## config.mk

```make
export PLATFORM = sky130hd
export DESIGN_NAME = pool_wr_packer
export DESIGN_NICKNAME = d
export VERILOG_FILES = /design/src/rtl/pool_wr_packer.sv
export SDC_FILE = /design/constraint.sdc
export NUM_CORES = 1
export LEC_CHECK = 0
export CAP_MARGIN = 10
export CORE_MARGIN = 2
export CORE_UTILIZATION = 40
export DETAILED_ROUTE_END_ITERATION = 10
export PLACE_DENSITY = 0.7
export RECOVER_POWER = 100
export SYNTH_ARGS = -nofsm -noshare
export SYNTH_HDL_FRONTEND = slang
export SYNTH_SLANG_ARGS = --single-unit
```

## constraint.sdc

```tcl
create_clock -name clk -period 3 [get_ports clk]
set_clock_uncertainty 0.2 [all_clocks]
set_input_delay 0.6 -clock clk [delete_from_list [all_inputs] [get_ports clk]]
set_output_delay 0.6 -clock clk [all_outputs]
set_load 0.05 [all_outputs]
```

## src/rtl/pool_wr_packer.sv

```systemverilog
// Pooling write packer: packs 8-bit pooled results into 32-byte
// lines and writes each line to the result buffer.
// Ports: sw_* job setup, res_* result stream, mem_* line write,
// busy/done status.
module pool_wr_packer #(
  parameter int ADDR_WIDTH        = 19,
  parameter int WORD_WIDTH        = 8,
  parameter int NUM_WORDS_IN_LINE = 32,
  parameter int CNT_WIDTH         = 16
) (
  input  logic                  clk,
  input  logic                  rst_n,
  input  logic                  sw_go,
  input  logic [ADDR_WIDTH-1:0] sw_addr_z,
  input  logic [CNT_WIDTH-1:0]  sw_res_num,
  input  logic                  res_valid,
  input  logic [WORD_WIDTH-1:0] res_data,
  output logic                  res_ready,
  output logic                  mem_req,
  output logic [ADDR_WIDTH-1:0] mem_start_addr,
  output logic [NUM_WORDS_IN_LINE-1:0][WORD_WIDTH-1:0] mem_data,
  output logic [$clog2(NUM_WORDS_IN_LINE)-1:0] mem_last_valid,
  input  logic                  mem_ack,
  output logic                  busy,
  output logic                  done
);

  localparam int IDX_W = $clog2(NUM_WORDS_IN_LINE);

  typedef enum logic [1:0] {
    S_IDLE,
    S_FILL,
    S_WRITE,
    S_DONE
  } state_t;

  state_t                r_state;
  logic [ADDR_WIDTH-1:0] r_line_addr;
  logic [CNT_WIDTH-1:0]  r_rem;
  logic [IDX_W-1:0]      r_idx;
  logic [IDX_W-1:0]      r_last;
  logic [NUM_WORDS_IN_LINE-1:0][WORD_WIDTH-1:0] r_buf;
  logic                  r_ready;
  logic                  r_req;
  logic                  r_busy;
  logic                  r_done;

  logic w_acc;
  logic w_line_full;
  logic w_last_res;

  assign w_acc       = res_valid & r_ready;
  assign w_line_full = (r_idx == IDX_W'(NUM_WORDS_IN_LINE - 1));
  assign w_last_res  = (r_rem == CNT_WIDTH'(1));

  always_ff @(posedge clk or negedge rst_n) begin
    if (!rst_n) begin
      r_state     <= S_IDLE;
      r_line_addr <= '0;
      r_rem       <= '0;
      r_idx       <= '0;
      r_last      <= '0;
      r_buf       <= '0;
      r_ready     <= 1'b0;
      r_req       <= 1'b0;
      r_busy      <= 1'b0;
      r_done      <= 1'b0;
    end else begin
      case (r_state)
        S_IDLE: begin
          if (sw_go) begin
            r_line_addr <= sw_addr_z;
            r_rem       <= sw_res_num;
            r_idx       <= '0;
            r_buf       <= '0;
            if (sw_res_num == '0) begin
              r_state <= S_DONE;
              r_done  <= 1'b1;
            end else begin
              r_state <= S_FILL;
              r_ready <= 1'b1;
              r_busy  <= 1'b1;
            end
          end
        end
        S_FILL: begin
          if (w_acc) begin
            r_buf[r_idx] <= res_data;
            // wraps to 0 on a full line, ready for the next one
            r_idx <= r_idx + IDX_W'(1);
            if (r_rem != '0) begin
              r_rem <= r_rem - CNT_WIDTH'(1);
            end
            if (w_line_full || w_last_res) begin
              r_state <= S_WRITE;
              r_ready <= 1'b0;
              r_req   <= 1'b1;
              r_last  <= r_idx;
            end
          end
        end
        S_WRITE: begin
          if (mem_ack) begin
            r_req       <= 1'b0;
            r_line_addr <= r_line_addr +
                           ADDR_WIDTH'(NUM_WORDS_IN_LINE);
            r_idx       <= '0;
            r_buf       <= '0;
            if (r_rem == '0) begin
              r_state <= S_DONE;
              r_busy  <= 1'b0;
              r_done  <= 1'b1;
            end else begin
              r_state <= S_FILL;
              r_ready <= 1'b1;
            end
          end
        end
        S_DONE: begin
          // a held-high go must not relaunch the job
          if (!sw_go) begin
            r_state <= S_IDLE;
            r_done  <= 1'b0;
          end
        end
        default: begin
          r_state <= S_IDLE;
          r_ready <= 1'b0;
          r_req   <= 1'b0;
          r_busy  <= 1'b0;
          r_done  <= 1'b0;
        end
      endcase
    end
  end

  assign res_ready      = r_ready;
  assign mem_req        = r_req;
  assign mem_start_addr = r_line_addr;
  assign mem_data       = r_buf;
  assign mem_last_valid = r_last;
  assign busy           = r_busy;
  assign done           = r_done;

endmodule

```

==> impl_metrics.tcl, run 1 <==
set metrics [dict create \
    dr_total_vias 11800 \
    hold_ws_ns 0.301 \
    die_w_um 187 \
    reg2regPathDepth 6 \
    netlist_instances 1499 \
    syn_nets 1555 \
    fin_cells 2272 \
    synth.distinct_cells 53 \
    gr-max-usage-layer "met2" \
    htreeDepth 1 \
    min_period_ns 2.80 \
    rows 66 \
    use_met1_pct 32.1 \
    crit_path_end_kind "register" \
    use_met2_pct 38.4 \
    holdPathStages 1 \
    ys_ff_latch 307 \
    cts_hold_buf 1 \
    grt_pass1_vias 11500 \
    synthesis.area_mm2 0.0134 \
    cap_viol_max_count 1 \
    arrival_ns 2.99 \
    wire_per_inst_um 18.7 \
    hold_viol_final 0 \
    dr.pass1.iters 5 \
    fin_util_pct 56.2 \
    grt_util_met3_pct 5.63 \
    portBuffers 331 \
    crit_type "reg2reg" \
    setup_viol 0 \
    cts_tree "yes" \
    core-area_mm2 0.0327 \
    violations "capacitance limit, slew limit" \
    hp-class "reg2reg" \
    cts_sinks 307 \
    finalMaxSlewViolations 53 \
    final_layout_size_suffix_gt1_share_pct 7.11 \
    p_per_area_mw_per_mm2 666 \
    cts_buffers 31 \
    grt_pass1_wl_um 66600 \
    clkLatencyLatePin_ns 0.57 \
    crit_path_start_kind "register" \
    synth_flop_cell "dfrtp_1" \
    maxSlewHeadroom_pct -10.3 \
    clockBufferDepth 3 \
    initial_utilization_pct 40.9 \
    clock.fmax_mhz 357 \
    cts.repair.resized 0 \
    startpoint "r_state[1]" \
    r2r-end "mem_start_addr[10]" \
    grt_max_degree 75 \
    antenna_left 0 \
    worstHoldEndpoint "mem_start_addr[1]" \
    synth_seq_area_share_pct 57.4 \
    fin_ws_ns 0.197 \
    holdCritStartpoint "mem_start_addr[1]" \
    ys_warn_count 0 \
    clk_pin_slew_ns 0.06 \
    drtIter0Drc 937 \
    fp.dieArea_mm2 0.0349 \
    pre_cts_ws_ns -0.0534 \
    place_hpwl_um 28600 \
    overflow 0 \
    regToRegStartpoint "r_state[1]" \
    status "finished with violations" \
    cp.required_ns 3.19 \
    io_pins 332 \
    path_max_fanout 17 \
    syn_avg_cell_area_um2 8.92 \
    worst_pin_slew_ns 1.65 \
    dieHeight_um 187 \
    drt-total-wl_um 42500 \
    dp.cells 2215 \
    synth_top_area_share_pct 57.4 \
    layout.nets 1863 \
    cts_setup_buffers 0 \
    vdd_drop_max_mv 0.538 \
    total_power_mw 12.2 \
    viasPerCell 5.19 \
    grt.total_usage_pct 23.8 \
    routabilityCongestion 0.874 \
    period_share_pct 93.4 \
    ys_async_sr_fraction_pct 100 \
    synth_area_leader_cell "dfrtp_1" \
    reg2reg_setup_slack_ns 0.20 \
    synth_most_common_cell "nand2_1" \
    synth_edf_count 0 \
    synth.top_cells.by_area "dfrtp_1 57%, nand2_1 15%, o21ai_0 9.8%" \
    leakage_nw 8.35 \
    rsz0062_at_grt "false" \
    antenna_found_initial 1 \
    synth_common_cells "547 x nand2_1, 307 x dfrtp_1, 262 x o21ai_0" \
    area_growth_pct 37.4 \
    drc 0 \
    cts_root_buffer "clkbuf_16" \
]
==> per-layer routing <==
| layer | share of wire, % | vias to the layer above |
|---|---|---|
| met1 | 43 | 5643 |
| met2 | 46 | 470 |
| li1 | - | 5611 |
| met3 | 8.1 | 75 |
| met4 | 2.7 | 0 |
| met5 | 0 | - |
==> worst max path at each step <==
stage / endpoint / slack (ns) / depth (start not counted)
3_3_place_gp: mem_data[199] / 0.02 / 6
5_1_grt: mem_start_addr[10] / 0.11 / 6
4_1_cts: mem_data[114] / 0.27 / 1
2_1_floorplan: mem_data[230] / 0.55 / 7
6_report: mem_start_addr[10] / 0.20 / 6
3_5_place_dp: mem_data[194] / -0.05 / 6
==> placed cells by master, fill, tap and decap left out, types with 3 or more instances in the layout <==
master,instances
nand2_1,546
dfrtp_1,307
dlygate4sd3_1,286
o21ai_0,279
clkdlybuf4s50_1,45
a21oi_1,39
clkbuf_16,31
clkbuf_1,29
nor3b_1,18
nor2_1,18
buf_12,18
nand3_1,17
nor3b_2,16
buf_4,16
o22ai_1,12
mux2_2,10
inv_1,8
nor4_1,8
ha_1,8
and2_2,7
nand4_1,7
nor3_1,6
nand2b_1,6
clkbuf_8,6
clkbuf_2,6
a2bb2oi_1,5
clkinv_2,5
o21ai_1,4
or4_1,4
or3_1,4
o31ai_1,4
nand3b_1,3
and4_1,3
a22oi_1,3
a21o_1,3
==> state kept, by name (all words and copies together) (netlist names) <==
register,flops
mem_data,256
mem_start_addr,19
r_rem,16
mem_last_valid,5
r_idx,5
r_state,2
busy,1
done,1
mem_req,1
res_ready,1
==> where the power goes <==
part	total, mW	internal, mW	switching (mW)
clock network	3.87	2.22	1.65
logic	3.44	1.05	2.40
registers	4.92	4.51	0.409
total	12.2	7.78	4.45
==> area by class of cell <==
type,instances,area [µm²]
diodes,1,2.50
clock buffers,45,888
clock inverters,10,120
fillers,2930,14300
inverters,8,30.0
multi-input cells,1066,5190
flip-flops and latches,307,7680
well taps,442,553
repair buffers,393,3910
==> critical path, cell delays in order, from the launching register on <==
cell	delay, ns
dfrtp_1	0.50
clkbuf_1	0.54
nor2b_1	0.36
clkbuf_1	0.45
nand2_1	0.23
o22ai_1	0.21
a22oi_1	0.12
==> through the flow <==
step | setup TNS, ns | instance area (µm²)
floorplan | 0 | 13400
global placement | 0 | 17500
detailed placement | -0.378 | 17500
CTS | 0 | 18500
global route | 0 | 18400
finish | 0 | 18400
==> logic make-up after synthesis <==
logic type	count (synthesis)	share of synthesized area (%)
and+or+nand+nor	678	22.5
AOI/OAI and AO/OA	367	14.6
DFF	307	57.4
buffers and inverters	126	3.58
muxes	11	0.926
adders and majority gates	8	0.748
xor gates and xnor gates	2	0.131
Note: power is estimated with default switching activity, not from simulation.
==> run 2, diff against run 1 <==
Clock period 3 ns to 3.36 ns, I/O delays scaled along.
==> impl_metrics.tcl, run 2 (synthesis gave the netlist of run 1 again) <==
set metrics [dict create \
    status "finished clean" \
    overflow 0 \
    clk_pin_slew_ns 0.06 \
    dr.pass1.iters 5 \
    grt_max_degree 115 \
    crit_type "in2reg" \
    dieHeight_um 187 \
    crit_buf_inv 3 \
    holdPathStages 1 \
    cts_buffers 35 \
    fin_cells 2278 \
    cts_root_buffer "clkbuf_16" \
    clock.fmax_mhz 344 \
    clkLatencyLatePin_ns 0.51 \
    largest_register_ffs 256 \
    io_pins 332 \
    worstHoldEndpoint "mem_start_addr[1]" \
    cts_tree "yes" \
    crit_family "buffers and inverters" \
    initial_utilization_pct 40.9 \
    cap_viol_max_count 0 \
    period_share_pct 86.4 \
    final.setup.tns_ns 0 \
    place_area_mm2 0.0174 \
    fp.dieArea_mm2 0.0349 \
    final_layout_size_suffix_gt1_share_pct 6.65 \
    antenna_left 0 \
    grt_pass1_vias 11700 \
    drc 0 \
    reg2regPathDepth 6 \
    cts_sinks 307 \
    rows 66 \
    layout_commonest_cell "nand2_1" \
    drtIter0Drc 982 \
    hp-class "reg2reg" \
    p_per_area_mw_per_mm2 615 \
    arrival_ns 3.05 \
    wire_per_inst_um 18.8 \
    dp.cells 2212 \
    design_area_mm2 0.0183 \
    cts.repair.resized 0 \
    antenna_found_initial 1 \
    die_w_um 187 \
    max_stage_delay_ns 0.58 \
    hold_viol_final 0 \
    rsz0062_at_grt "false" \
    crit_path_start_kind "primary input" \
    holdCritStartpoint "mem_start_addr[1]" \
    cpMaxStageDelayCell "clkbuf_1" \
    reg2reg_setup_slack_ns 0.53 \
    portBuffers 331 \
    layout_common_cells "546 x nand2_1, 307 x dfrtp_1, 286 x dlygate4sd3_1" \
    drt-total-wl_um 42900 \
    hold_ws_ns 0.297 \
    clockBufferDepth 3 \
    grt_pass1_wl_um 67800 \
    setup_viol 0 \
    crit_chain "dlygate4sd3_1 -> mux2_1 -> a21oi_1 -> buf_4 -> nor3b_1 -> clkbuf_1 -> o21ai_0" \
    grt.total_usage_pct 24.3 \
    leakage_nw 8.33 \
    vdd_drop_max_mv 0.439 \
    finalMaxSlewViolations 0 \
    htreeDepth 2 \
    pre_cts_ws_ns 0.253 \
    area_growth_pct 37.0 \
    dr_total_vias 11800 \
    maxSlewHeadroom_pct 15.6 \
    crit_path_end_kind "register" \
    regToRegStartpoint "r_state[1]" \
    worst_pin_slew_ns 1.27 \
    layout.nets 1864 \
    min_period_ns 2.90 \
    r2r-end "mem_start_addr[10]" \
    viasPerCell 5.16 \
    cp.required_ns 3.51 \
    routabilityCongestion 0.884 \
    place_hpwl_um 28200 \
    fin_ws_ns 0.456 \
    core-area_mm2 0.0327 \
    path_max_fanout 15 \
]
## run 2: layout make-up
type | count | area [µm²]
clock inverter | 17 | 196
sequential | 307 | 7680
antenna | 1 | 2.50
fill | 2934 | 14400
timing repair buffer | 390 | 3730
tap | 442 | 553
multi-input combinational | 1066 | 5140
clock buffer | 47 | 982
inverter | 8 | 30.0
## run 2: timing repair
item,in CTS,in global routing
hold endpoints to repair,41,0
setup buffers,0,0
hold buffers,1,0
## run 2: how the worst max path moves through the flow
stage	start	end	depth (start not counted)
after floorplan	res_ready	mem_data[230]	7
after global placement	res_valid	mem_data[156]	6
after detailed placement	res_valid	mem_data[254]	6
after CTS	mem_data[114]	mem_data[114]	1
after global routing	mem_ack	mem_data[121]	7
final	mem_ack	mem_data[122]	7
## run 2: per-stage QoR
step,util [%],power [mW]
global placement,53.3,7.53
global route,56.0,11.7
floorplan,-,6.29
detailed placement,53.3,7.59
CTS,56.9,11.5
finish,56.0,11.3
## run 2: routing by layer
layer	up-vias	GRT usage (%)	routed length, µm
li1	5620	-	-
met1	5626	32.9	18500
met2	438	39.2	20000
met3	76	5.38	3180
met4	0	7.48	1180
met5	-	0	0
## run 2: power breakdown
group | internal (mW) | switching [mW] | leakage (nW) | total, mW
combinational | 0.850 | 2.12 | 3.59 | 2.97
clock | 2.31 | 1.58 | 0.569 | 3.89
sequential | 4.03 | 0.368 | 4.16 | 4.40
total | 7.19 | 4.07 | 8.33 | 11.3
==> run 3, diff against run 2 <==
Settings changed: CAP_MARGIN 10 to 30, TNS_END_PERCENT set to 100.
==> results of run 3 <==
The final DEF is identical to that of run 2; final timing and power are the same.
